--- src/rtl/riscv_instr_classifier.sv ---
// Elastic pipelined RV32I/RV64I instruction classifier with optional retire statistics.
// Statistics counters exist only when RISCV_CLASSIFIER_STATS_EN is defined.
module riscv_instr_classifier #(
   parameter int XLEN       = 32,
   parameter int PIPE_DEPTH = 2,
   parameter int CNT_W      = 32
) (
   input  logic             clk,
   input  logic             rst,
   input  logic             in_valid,
   output logic             in_ready,
   input  logic [31:0]      in_instr,
   input  logic [XLEN-1:0]  in_pc,
   output logic             out_valid,
   input  logic             out_ready,
   output logic [XLEN-1:0]  out_pc,
   output logic [3:0]       out_fmt,
   output logic [15:0]      out_cat,
   output logic [4:0]       out_rd,
   output logic [4:0]       out_rs1,
   output logic [4:0]       out_rs2,
   output logic [XLEN-1:0]  out_imm,
   output logic             out_illegal,
   input  logic [4:0]       stat_sel,
   output logic [CNT_W-1:0] stat_count,
   input  logic             stat_clr
);

   localparam bit IS64 = (XLEN == 64);

   typedef enum logic [3:0] {
      FMT_J       = 4'd0,
      FMT_U       = 4'd1,
      FMT_I       = 4'd2,
      FMT_I_SHIFT = 4'd3,
      FMT_B       = 4'd4,
      FMT_R       = 4'd5,
      FMT_S       = 4'd6
   } fmt_e;

   localparam logic [15:0] CAT_LOAD    = 16'h0001;
   localparam logic [15:0] CAT_STORE   = 16'h0002;
   localparam logic [15:0] CAT_SHIFT   = 16'h0004;
   localparam logic [15:0] CAT_ARITH   = 16'h0008;
   localparam logic [15:0] CAT_LOGICAL = 16'h0010;
   localparam logic [15:0] CAT_COMPARE = 16'h0020;
   localparam logic [15:0] CAT_BRANCH  = 16'h0040;
   localparam logic [15:0] CAT_JUMP    = 16'h0080;
   localparam logic [15:0] CAT_SYNCH   = 16'h0100;
   localparam logic [15:0] CAT_SYSTEM  = 16'h0200;
   localparam logic [15:0] CAT_CSR     = 16'h0800;
   localparam logic [15:0] CAT_TRAP    = 16'h2000;

   localparam logic [6:0] OP_LUI    = 7'b0110111;
   localparam logic [6:0] OP_AUIPC  = 7'b0010111;
   localparam logic [6:0] OP_JAL    = 7'b1101111;
   localparam logic [6:0] OP_JALR   = 7'b1100111;
   localparam logic [6:0] OP_BRANCH = 7'b1100011;
   localparam logic [6:0] OP_LOAD   = 7'b0000011;
   localparam logic [6:0] OP_STORE  = 7'b0100011;
   localparam logic [6:0] OP_IMM    = 7'b0010011;
   localparam logic [6:0] OP_IMM32  = 7'b0011011;
   localparam logic [6:0] OP_OP     = 7'b0110011;
   localparam logic [6:0] OP_OP32   = 7'b0111011;
   localparam logic [6:0] OP_MISC   = 7'b0001111;
   localparam logic [6:0] OP_SYSTEM = 7'b1110011;

   typedef struct packed {
      logic [XLEN-1:0] pc;
      logic [3:0]      fmt;
      logic [15:0]     cat;
      logic [4:0]      rd;
      logic [4:0]      rs1;
      logic [4:0]      rs2;
      logic [XLEN-1:0] imm;
      logic            illegal;
   } res_t;

   function automatic logic [XLEN-1:0] sext32(input logic [31:0] v);
      return XLEN'($signed(v));
   endfunction

   // Shared ALU category for OP/OP-IMM families, keyed by funct3 only.
   function automatic logic [15:0] aluCat(input logic [2:0] f3);
      logic [15:0] c;
      case (f3)
         3'd0:                c = CAT_ARITH;
         3'd1, 3'd5:          c = CAT_SHIFT;
         3'd2, 3'd3:          c = CAT_COMPARE;
         default:             c = CAT_LOGICAL;
      endcase
      return c;
   endfunction

   function automatic logic fullFrom(input logic [PIPE_DEPTH-1:0] v, input int idx);
      logic full;
      full = 1'b1;
      for (int j = 0; j < PIPE_DEPTH; j++) begin
         if (j >= idx) full = full & v[j];
      end
      return full;
   endfunction

   logic [6:0]      opcode;
   logic [2:0]      funct3;
   logic [6:0]      funct7;
   logic [3:0]      decFmt;
   logic [15:0]     decCat;
   logic [XLEN-1:0] decImm;
   logic            useRd, useRs1, useRs2, legal;
   res_t            dec;

   assign opcode = in_instr[6:0];
   assign funct3 = in_instr[14:12];
   assign funct7 = in_instr[31:25];

   always_comb begin
      decFmt = FMT_J;
      decCat = '0;
      decImm = '0;
      useRd  = 1'b0;
      useRs1 = 1'b0;
      useRs2 = 1'b0;
      legal  = 1'b1;
      case (opcode)
         OP_LUI, OP_AUIPC: begin
            decFmt = FMT_U;
            decCat = CAT_ARITH;
            useRd  = 1'b1;
            decImm = sext32({in_instr[31:12], 12'b0});
         end
         OP_JAL: begin
            decFmt = FMT_J;
            decCat = CAT_JUMP;
            useRd  = 1'b1;
            decImm = sext32({{11{in_instr[31]}}, in_instr[31], in_instr[19:12],
                             in_instr[20], in_instr[30:21], 1'b0});
         end
         OP_JALR: begin
            legal  = (funct3 == 3'd0);
            decFmt = FMT_I;
            decCat = CAT_JUMP;
            useRd  = 1'b1;
            useRs1 = 1'b1;
            decImm = sext32({{20{in_instr[31]}}, in_instr[31:20]});
         end
         OP_BRANCH: begin
            legal  = (funct3 != 3'd2) && (funct3 != 3'd3);
            decFmt = FMT_B;
            decCat = CAT_BRANCH;
            useRs1 = 1'b1;
            useRs2 = 1'b1;
            decImm = sext32({{19{in_instr[31]}}, in_instr[31], in_instr[7],
                             in_instr[30:25], in_instr[11:8], 1'b0});
         end
         OP_LOAD: begin
            case (funct3)
               3'd0, 3'd1, 3'd2, 3'd4, 3'd5: legal = 1'b1;
               3'd3, 3'd6:                   legal = IS64;
               default:                      legal = 1'b0;
            endcase
            decFmt = FMT_I;
            decCat = CAT_LOAD;
            useRd  = 1'b1;
            useRs1 = 1'b1;
            decImm = sext32({{20{in_instr[31]}}, in_instr[31:20]});
         end
         OP_STORE: begin
            legal  = (funct3 <= 3'd2) || ((funct3 == 3'd3) && IS64);
            decFmt = FMT_S;
            decCat = CAT_STORE;
            useRs1 = 1'b1;
            useRs2 = 1'b1;
            decImm = sext32({{20{in_instr[31]}}, in_instr[31:25], in_instr[11:7]});
         end
         OP_IMM: begin
            useRd  = 1'b1;
            useRs1 = 1'b1;
            decCat = aluCat(funct3);
            if (funct3 == 3'd1 || funct3 == 3'd5) begin
               // shamt[5] lives in funct7[0]; it is only meaningful on RV64
               legal  = ((in_instr[31:26] == 6'b000000) ||
                         ((funct3 == 3'd5) && (in_instr[31:26] == 6'b010000))) &&
                        (IS64 || !in_instr[25]);
               decFmt = FMT_I_SHIFT;
               decImm = XLEN'(in_instr[25:20]);
            end else begin
               decFmt = FMT_I;
               decImm = sext32({{20{in_instr[31]}}, in_instr[31:20]});
            end
         end
         OP_IMM32: begin
            useRd  = 1'b1;
            useRs1 = 1'b1;
            decCat = aluCat(funct3);
            case (funct3)
               3'd0: begin
                  legal  = IS64;
                  decFmt = FMT_I;
                  decImm = sext32({{20{in_instr[31]}}, in_instr[31:20]});
               end
               3'd1, 3'd5: begin
                  legal  = IS64 && ((funct7 == 7'b0000000) ||
                                    ((funct3 == 3'd5) && (funct7 == 7'b0100000)));
                  decFmt = FMT_I_SHIFT;
                  decImm = XLEN'(in_instr[24:20]);
               end
               default: legal = 1'b0;
            endcase
         end
         OP_OP, OP_OP32: begin
            decFmt = FMT_R;
            decCat = aluCat(funct3);
            useRd  = 1'b1;
            useRs1 = 1'b1;
            useRs2 = 1'b1;
            if (funct7 == 7'b0000000)
               legal = (opcode == OP_OP) || (funct3 == 3'd0) || (funct3 == 3'd1) || (funct3 == 3'd5);
            else if (funct7 == 7'b0100000)
               legal = (funct3 == 3'd0) || (funct3 == 3'd5);
            else
               legal = 1'b0;
            if (opcode == OP_OP32 && !IS64) legal = 1'b0;
         end
         OP_MISC: begin
            legal  = (funct3 == 3'd0) || (funct3 == 3'd1);
            decFmt = FMT_I;
            decCat = CAT_SYNCH;
            useRd  = 1'b1;
            useRs1 = 1'b1;
            decImm = sext32({{20{in_instr[31]}}, in_instr[31:20]});
         end
         OP_SYSTEM: begin
            decFmt = FMT_I;
            useRd  = 1'b1;
            useRs1 = 1'b1;
            decImm = sext32({{20{in_instr[31]}}, in_instr[31:20]});
            if (funct3 == 3'd0) begin
               legal  = (in_instr[31:20] == 12'd0) || (in_instr[31:20] == 12'd1);
               decCat = CAT_SYSTEM | CAT_TRAP;
            end else begin
               legal  = (funct3 != 3'd4);
               decCat = CAT_CSR;
            end
         end
         default: legal = 1'b0;
      endcase
      if (in_instr[1:0] != 2'b11) legal = 1'b0;

      // Illegal words keep only the PC so downstream can still locate them.
      dec         = '0;
      dec.pc      = in_pc;
      dec.illegal = !legal;
      if (legal) begin
         dec.fmt = decFmt;
         dec.cat = decCat;
         dec.rd  = useRd  ? in_instr[11:7]  : 5'd0;
         dec.rs1 = useRs1 ? in_instr[19:15] : 5'd0;
         dec.rs2 = useRs2 ? in_instr[24:20] : 5'd0;
         dec.imm = decImm;
      end
   end

   logic [PIPE_DEPTH-1:0] stageValid_q, stageValid_d;
   logic [PIPE_DEPTH-1:0] stageReady;
   res_t                  stage_q [PIPE_DEPTH];
   res_t                  stage_d [PIPE_DEPTH];
   res_t                  outStage;

   // A stage can take a new word unless it and every stage after it are full and the sink stalls.
   always_comb begin
      for (int k = 0; k < PIPE_DEPTH; k++) begin
         stageReady[k] = out_ready | ~fullFrom(stageValid_q, k);
      end
   end

   always_comb begin
      stageValid_d = stageValid_q;
      for (int k = 0; k < PIPE_DEPTH; k++) stage_d[k] = stage_q[k];
      if (stageReady[0]) begin
         stageValid_d[0] = in_valid;
         if (in_valid) stage_d[0] = dec;
      end
      for (int k = 1; k < PIPE_DEPTH; k++) begin
         if (stageReady[k]) begin
            stageValid_d[k] = stageValid_q[k-1];
            if (stageValid_q[k-1]) stage_d[k] = stage_q[k-1];
         end
      end
   end

   always_ff @(posedge clk) begin
      if (rst) begin
         stageValid_q <= '0;
         for (int k = 0; k < PIPE_DEPTH; k++) stage_q[k] <= '0;
      end else begin
         stageValid_q <= stageValid_d;
         for (int k = 0; k < PIPE_DEPTH; k++) stage_q[k] <= stage_d[k];
      end
   end

   // Handshakes are masked during reset so nothing is accepted or emitted and then lost.
   assign outStage    = stage_q[PIPE_DEPTH-1];
   assign in_ready    = stageReady[0] & ~rst;
   assign out_valid   = stageValid_q[PIPE_DEPTH-1] & ~rst;
   assign out_pc      = outStage.pc;
   assign out_fmt     = outStage.fmt;
   assign out_cat     = outStage.cat;
   assign out_rd      = outStage.rd;
   assign out_rs1     = outStage.rs1;
   assign out_rs2     = outStage.rs2;
   assign out_imm     = outStage.imm;
   assign out_illegal = outStage.illegal;

`ifdef RISCV_CLASSIFIER_STATS_EN
   logic [CNT_W-1:0] statCnt_q [17];
   logic [CNT_W-1:0] statCnt_d [17];
   logic [16:0]      incMask;
   logic             outXfer;

   assign outXfer = out_valid & out_ready;
   assign incMask = {outStage.illegal, outStage.cat};

   // Saturating counters; a clear overrides any increment in the same cycle.
   always_comb begin
      for (int k = 0; k < 17; k++) begin
         statCnt_d[k] = statCnt_q[k];
         if (stat_clr)
            statCnt_d[k] = '0;
         else if (outXfer && incMask[k] && !(&statCnt_q[k]))
            statCnt_d[k] = statCnt_q[k] + CNT_W'(1);
      end
   end

   always_ff @(posedge clk) begin
      if (rst) begin
         for (int k = 0; k < 17; k++) statCnt_q[k] <= '0;
      end else begin
         for (int k = 0; k < 17; k++) statCnt_q[k] <= statCnt_d[k];
      end
   end

   always_comb begin
      stat_count = '0;
      if (stat_sel <= 5'd16) stat_count = statCnt_q[stat_sel];
   end
`else
   logic unusedStat;
   assign unusedStat = ^{stat_sel, stat_clr};
   assign stat_count = '0;
`endif

endmodule

--- config.mk ---
export PLATFORM = sky130hd
export DESIGN_NAME = riscv_instr_classifier
export DESIGN_NICKNAME = d
export VERILOG_FILES = /design/src/rtl/riscv_instr_classifier.sv
export SDC_FILE = /design/constraint.sdc
export NUM_CORES = 1
export LEC_CHECK = 0
export BUFFER_PORTS_ARGS = -buffer_cell sky130_fd_sc_hd__buf_2
export CAP_MARGIN = 15
export CORE_UTILIZATION = 53
export CTS_BUF_LIST = sky130_fd_sc_hd__clkbuf_16
export CTS_CLUSTER_SIZE = 8
export DETAILED_ROUTE_END_ITERATION = 6
export HOLD_SLACK_MARGIN = 0.1
export PLACE_DENSITY = 0.8
export RECOVER_POWER = 25
export SYNTH_ARGS = -nofsm -noshare
export SYNTH_HDL_FRONTEND = slang
export SYNTH_SLANG_ARGS = --single-unit
--- constraint.sdc ---
create_clock -name clk -period 2.5 [get_ports clk]
set_clock_uncertainty 0.1 [all_clocks]
set_input_delay 0.375 -clock clk [delete_from_list [all_inputs] [get_ports clk]]
set_output_delay 0.375 -clock clk [all_outputs]
set_load 0.02 [all_outputs]
==> results of run 1 <==
[what timing repair did]
| item | 4_1_cts | 5_1_grt |
|---|---|---|
| hold buffers | 35 | 0 |
| setup buffers | 0 | 0 |
| endpoints found under the hold margin | 35 | 0 |
[worst paths after layout]
check / startpoint / end / slack, ns
setup reg to reg: stageValid_q[1] / stage_q[0][21] / 0.40
hold reg to reg: stage_q[0][50] / stage_q[0][150] / 0.35
setup / recovery: stageValid_q[1] / in_ready / 0.40
hold / removal: in_instr[27] / stage_q[0][8] / 0.11
[critical path, stage by stage, from the launching register on]
cell     delay, ns
dfxtp_1       0.32
nor2b_1       0.33
and2_0        0.30
nor2_1        0.08
buf_2         0.16
[cell usage after synthesis (all sizes together), types with 2 or more instances]
library cell / n
nand2: 312
nor3: 6
nand3: 6
o2111ai: 2
clkbuf: 47
nand2b: 7
inv: 10
buf: 151
a211oi: 2
a32o: 14
nand4: 5
dfxtp: 190
and2: 5
nor2: 21
o22ai: 3
o31ai: 2
a21oi: 152
o21a: 2
o21ai: 34
or3b: 2
nor4: 3
a21o: 4
a31oi: 2
a22o: 18
nor4b: 2
or3: 5
nor2b: 7
[cell families (layout without fill, tap and decap cells)]
family          count (synthesis)  after routing  share of synthesized area
simple gates                  390            390                      0.197
mux                             1              1                    0.00120
xor+xnor                        2              2                    0.00210
buf+inv                       208            263                      0.160
flops                         190            190                      0.456
other cells                     1             38                   0.000449
compound gates                243            243                      0.184
[final cells by class]
type / count / area [µm²] / share of cell area
Inverter: 10 / 37.5 / 0.00401
Multi-Input combinational cell: 673 / 3370 / 0.360
Tap cell: 211 / 264 / 0.0282
Clock inverter: 15 / 120 / 0.0128
Clock buffer: 17 / 425 / 0.0454
Timing Repair Buffer: 221 / 1340 / 0.143
Antenna cell: 1 / 2.50 / 0.000267
Sequential cell: 190 / 3800 / 0.406
[power by group]
part	total, µW	internal (µW)	switching [µW]
clock	2540	1360	1170
sequential	3090	3070	22.6
combinational	536	172	364
[sequential cells by signal, summed over array words and instances (netlist names)]
| signal | count |
|---|---|
| stage_q | 188 |
| stageValid_q | 2 |
[per-stage QoR]
step           power (µW)  setup WS, ns
2_1_floorplan        3540         0.466
3_3_place_gp         3640        0.0742
3_5_place_dp         3650        0.0469
4_1_cts              6190         0.386
5_1_grt              6380         0.139
6_report             6170         0.397
[per-layer routing]
layer  wire length [µm]  GRT usage  vias up
met5                  0          0        -
met4                603      0.123        0
met2               9250      0.389      244
met1               8760      0.310     3170
li1                   -          -     3432
met3               1210     0.0523       47
==> summary.txt, run 1 <==
Synth
  • Leading area contributor after synthesis: dfxtp_1
  • Top cells by area, synth: dfxtp_1 46%, nand2_1 14%, buf_4 12%, a21oi_1 9.0%, clkbuf_1 2.1%
  • Flops & latches, synth: 190
  • Synth Cell Area: 0.00835 mm²
  • Yosys cell types: 60
  • Register area share after synthesis: 0.456
  • Syn avg cell area: 8.06 µm²
  • Post-synth EDFFs: 0
  • Ys async rst share: 0
  • Syn. warnings: 0
  • Synthesized instance count: 1035
  • Top_reg_cell synth: dfxtp_1
  • Yosys top cell area share: 0.456

Route
  • Routed Antenna Nets: 0
  • DRT Pass-1 Iters: 5
  • Wirelength per Cell: 14.8 µm
  • Vias per cell: 5.15
  • Drt total wl: 19.8 mm
  • DRC Markers: 0
  • DR iter-0 viols: 396
  • Vias: 6893

Clock tree
  • Total CTS buffers: 17
  • Worst skew pair latency: 0.43 ns
  • Clock root cell: clkbuf_16
  • Post-CTS Resized: 0
  • Clk buf depth: 2
  • CTS tree: yes
  • H-tree depth: 4
  • Clock Sink Count: 190
  • Clk pin slew, worst setup/hold paths: 0.07 ns

Layout
  • Commonest non-fill, non-tap cell in the layout: nand2_1
  • Layout cells sized above 1: 0.163
  • Commonest non-fill, non-tap cells in the layout: 312 x nand2_1, 190 x dfxtp_1, 150 x a21oi_1
  • Fillers: 1350
  • Final core utilization: 0.614
  • # nets final: 1187
  • Design Area, Final: 0.00936 mm²
  • Post-Layout Cell Count: 1338
  • Synthesis-to-layout area growth: 12.2%

Place
  • Routability Congestion: 0.965
  • Placed Instance Area: 0.00855 mm²
  • DP Wirelength: 12.4 mm
  • Placed Cells: 1270
  • PortBufs: 164

STA
  • Final hold viol count: 0
  • RSZ-0062 raised after global routing: false
  • Relative slew margins: 0.327
  • Slew Viols, Final: 0
  • Worst Tran Pin Value: 1.01 ns
  • Final setup viols: 0
  • Post-layout min period: 2.10 ns
  • Max Fclk: 0.476 GHz
  • Period utilisation layout: 0.841
  • WHS: 0.113 ns
  • Setup TNS Final: 0 ns

GRT
  • First-pass GRT wire length: 31.1 mm
  • Pin count of the biggest net entering global routing: 90
  • Total Routing Usage GR: 0.243
  • Vias in the first global route: 6188
  • Gr ovfl total: 0
  • Initial antenna violation count: 1

Worst setup path
  • Critical Path RT: 2.03 ns
  • Startpoint Class: flip-flop
  • Register-to-Register Path Depth: 7
  • Worst path arrival time: 1.63 ns
  • Worst setup EP type: primary output
  • CP Class: reg2out
  • Crit path max fanout: 4

Die
  • IO Pins: 208
  • Die W: 127 µm
  • Die ar.: 0.0163 mm²
  • Die height: 127 µm
  • Site row count: 45
  • Core area: 0.0153 mm²
  • Initial Utilization: 0.547

Min path
  • Hold path cells: 2
  • Hold crit path type: in2reg

Power and ir drop
  • Leakage: 0.00361 µW
  • Pwr dens: 659 mW/mm²
  • VDD IR max: 446 µV

Job
  • Number of max-cap violations: 0

Outcome
  • Outcome: finished clean
(Power assumes the default switching activity.)
==> run 2: changes to the inputs <==
--- a/config.mk
+++ b/config.mk
@@ -7,12 +7,12 @@
 export LEC_CHECK = 0
 export BUFFER_PORTS_ARGS = -buffer_cell sky130_fd_sc_hd__buf_2
 export CAP_MARGIN = 15
-export CORE_UTILIZATION = 53
+export CORE_UTILIZATION = 48
 export CTS_BUF_LIST = sky130_fd_sc_hd__clkbuf_16
 export CTS_CLUSTER_SIZE = 8
 export DETAILED_ROUTE_END_ITERATION = 6
 export HOLD_SLACK_MARGIN = 0.1
-export PLACE_DENSITY = 0.8
+export PLACE_DENSITY = 0.76
 export RECOVER_POWER = 25
 export SYNTH_ARGS = -nofsm -noshare
 export SYNTH_HDL_FRONTEND = slang
==> constraint.sdc (replaced) <==
create_clock -name clk -period 1.74 [get_ports clk]
set_clock_uncertainty 0.1 [all_clocks]
set_input_delay 0.261 -clock clk [delete_from_list [all_inputs] [get_ports clk]]
set_output_delay 0.261 -clock clk [all_outputs]
set_load 0.02 [all_outputs]
==> summary.txt, run 2 (synthesis gave the netlist of run 1 again) <==
STA
  • Post-layout min period: 1.79 ns
  • Max Fclk: 0.560 GHz
  • RSZ-0062 raised after global routing: true
  • Final hold viol count: 0 (unchanged)
  • WHS: 0.114 ns (+0.000253 ns)
  • Slew Viols, Final: 0 (unchanged)
  • Final setup viols: 6 (+6)
  • Final worst setup slack: -0.0457 ns (-0.443 ns)
  • Period utilisation layout: 1.03

GRT
  • Pin count of the biggest net entering global routing: 49 (-46%)
  • First-pass GRT wire length: 33.9 mm (+8.9%)
  • Total Routing Usage GR: 0.241 (-0.00205)
  • Gr ovfl total: 0 (unchanged)
  • Initial antenna violation count: 2 (+1)
  • Vias in the first global route: 6691 (+8.1%)

Place
  • PortBufs: 164 (unchanged)
  • DP Wirelength: 14.9 mm (+20%)
  • Placed Cells: 1355 (+6.7%)
  • Routability Congestion: 0.928 (-3.9%)
  • Placed Instance Area: 0.00923 mm² (+8.0%)

Worst setup path
  • CP delay by family, top: simple AND/OR/NAND/NOR gates
  • RR Endpoint: stage_q[0][33]
  • Reg2Reg Setup Slack: -0.05 ns (-0.44 ns)
  • Worst setup EP type: flip-flop
  • Crit path max fanout: 8 (+4)
  • Critical-path cell list: nor2b_4, and2_4, buf_6, nor2b_4, nand2b_4, buf_6, a21oi_4, clkbuf_16, a32o_1
  • Slowest Stage Delay on Critical Path: 0.32 ns (about the same)
  • CP Class: reg2reg
  • Worst path arrival time: 2.06 ns (+0.43 ns)
  • CP bufs+invs: 3 (+2)
  • Worst flop-to-flop path startpoint: stageValid_q[1]
  • Startpoint Class: flip-flop
  • Register-to-Register Path Depth: 9 (+2)
  • Crit path max-delay cell type: dfxtp_2
  • Critical Path RT: 2.01 ns (-0.02 ns)

Clock tree
  • CTS tree: yes
  • Clk pin slew, worst setup/hold paths: 0.07 ns (about the same)
  • Total CTS buffers: 17 (unchanged)
  • Worst skew pair latency: 0.44 ns (about the same)
  • Clock Sink Count: 190 (unchanged)
  • Clk buf depth: 2 (unchanged)
  • Clock root cell: clkbuf_16
  • H-tree depth: 4 (unchanged)

Die
  • Core area: 0.0168 mm² (+9.8%)
  • IO Pins: 208 (unchanged)
  • Initial Utilization: 0.498 (-0.0490)
  • Die ar.: 0.0179 mm² (+10%)
  • Die height: 134 µm (+5.0%)
  • Site row count: 47 (+4.4%)
  • Die W: 134 µm (+5.0%)

Layout
  • Regs by FF count: stage_q: 188 flops, stageValid_q: 2 flops
  • Design Area, Final: 0.0104 mm² (+11%)
  • Commonest non-fill, non-tap cells in the layout: 312 x nand2_1, 189 x dfxtp_1, 149 x a21oi_1
  • Layout cells sized above 1: 0.231 (+0.0680)
  • Synthesis-to-layout area growth: 24.4%
  • Commonest non-fill, non-tap cell in the layout: nand2_1
  • Largest register FFs: 188 (unchanged)
  • Final core utilization: 0.620 (+0.00610)
  • Biggest register: stage_q
  • # nets final: 1280 (+7.8%)
  • Post-Layout Cell Count: 1440 (+7.6%)

Power and ir drop
  • Pwr dens: 917 mW/mm² (+39%)
  • VDD IR max: 633 µV (+42%)
  • Leakage: 0.00418 µW (+16%)

Route
  • Routed Antenna Nets: 0 (unchanged)
  • Drt total wl: 21.6 mm (+9.0%)
  • Vias: 7307 (+6.0%)
  • DR iter-0 viols: 544 (+37%)
  • Vias per cell: 5.07 (-1.5%)
  • DRC Markers: 0 (unchanged)
  • DRT Pass-1 Iters: 5 (unchanged)
  • Wirelength per Cell: 15.0 µm (+1.3%)

Min path
  • Hold path cells: 3 (+1)
  • Hold Crit Start: in_instr[26]
  • Hold crit path type: in2reg
  • Hold endpoint: stage_q[0][7]

Outcome
  • Failing checks: setup timing
  • Outcome: finished with violations

Job
  • Number of max-cap violations: 0 (unchanged)
-- run 2: changes by cell type in the layout (fill, tap and decap cells not counted), moves of 3 or more --
cell,change
buf_4,+71
dlygate4sd3_1,+13
buf_12,+5
clkbuf_1,-5
buf_6,+4
clkinv_2,-4
nor2_1,-4
nor2_2,+4
buf_2,+3
bufinv_16,+3
-- run 2: worst max path at each step --
| stage | start | end | slack [ns] | cells after the start |
|---|---|---|---|---|
| floorplan | in_instr[3] | stage_q[0][40] | -0.12 | 7 |
| global placement | in_instr[2] | stage_q[0][4] | -0.35 | 9 |
| detailed placement | in_instr[2] | stage_q[0][4] | -0.39 | 9 |
| CTS | in_instr[4] | stage_q[0][1] | 0.009 | 9 |
| global route | stageValid_q[1] | stage_q[0][33] | -0.05 | 9 |
| finish | stageValid_q[1] | stage_q[0][33] | -0.05 | 9 |
-- run 2: timing repair --
action / in CTS / in global routing
endpoints found under the hold margin: 54 / 0
gates cloned: 1 / 1
pin swaps: 4 / 3
buffers inserted: 2 / 2
setup endpoints to repair: 17 / 34
hold buffers: 48 / 0
gates resized for setup: 11 / 12
-- run 2: layout make-up --
class	count	area [µm²]
Clock inverter	15	195
Sequential cell	190	3800
Multi-Input combinational cell	673	3470
Antenna cell	1	2.50
Clock buffer	17	425
Inverter	10	37.5
Timing Repair Buffer	314	2180
Fill cell	1483	6370
Tap cell	220	275
-- run 2: tightest hold or removal path: cells and delay by family --
family          cells  cell delay [ns]
compound gates      1             0.14
buf+inv             2             0.21
-- run 2: where the power goes --
group	total [µW]	internal [µW]	leakage, µW	switching (µW)
logic	975	396	0.00234	578
registers	4450	4410	0.00154	32.9
clock network	4100	2410	0.000305	1690
-- run 2: per-layer routing --
metal	share of wire	global-route usage
met5	0.00060	0
met4	0.029	0.100
met3	0.055	0.0454
met2	0.46	0.373
met1	0.45	0.329
-- run 2: through the flow --
step / power (µW) / setup WS, ns / TNS (ns)
6_report: 9520 / -0.0457 / -0.107
5_1_grt: 9850 / -0.0530 / -0.365
4_1_cts: 9550 / 0.00921 / 0
3_5_place_dp: 5410 / -0.390 / -18.11
3_3_place_gp: 5400 / -0.352 / -16.70
2_1_floorplan: 5090 / -0.120 / -4.24
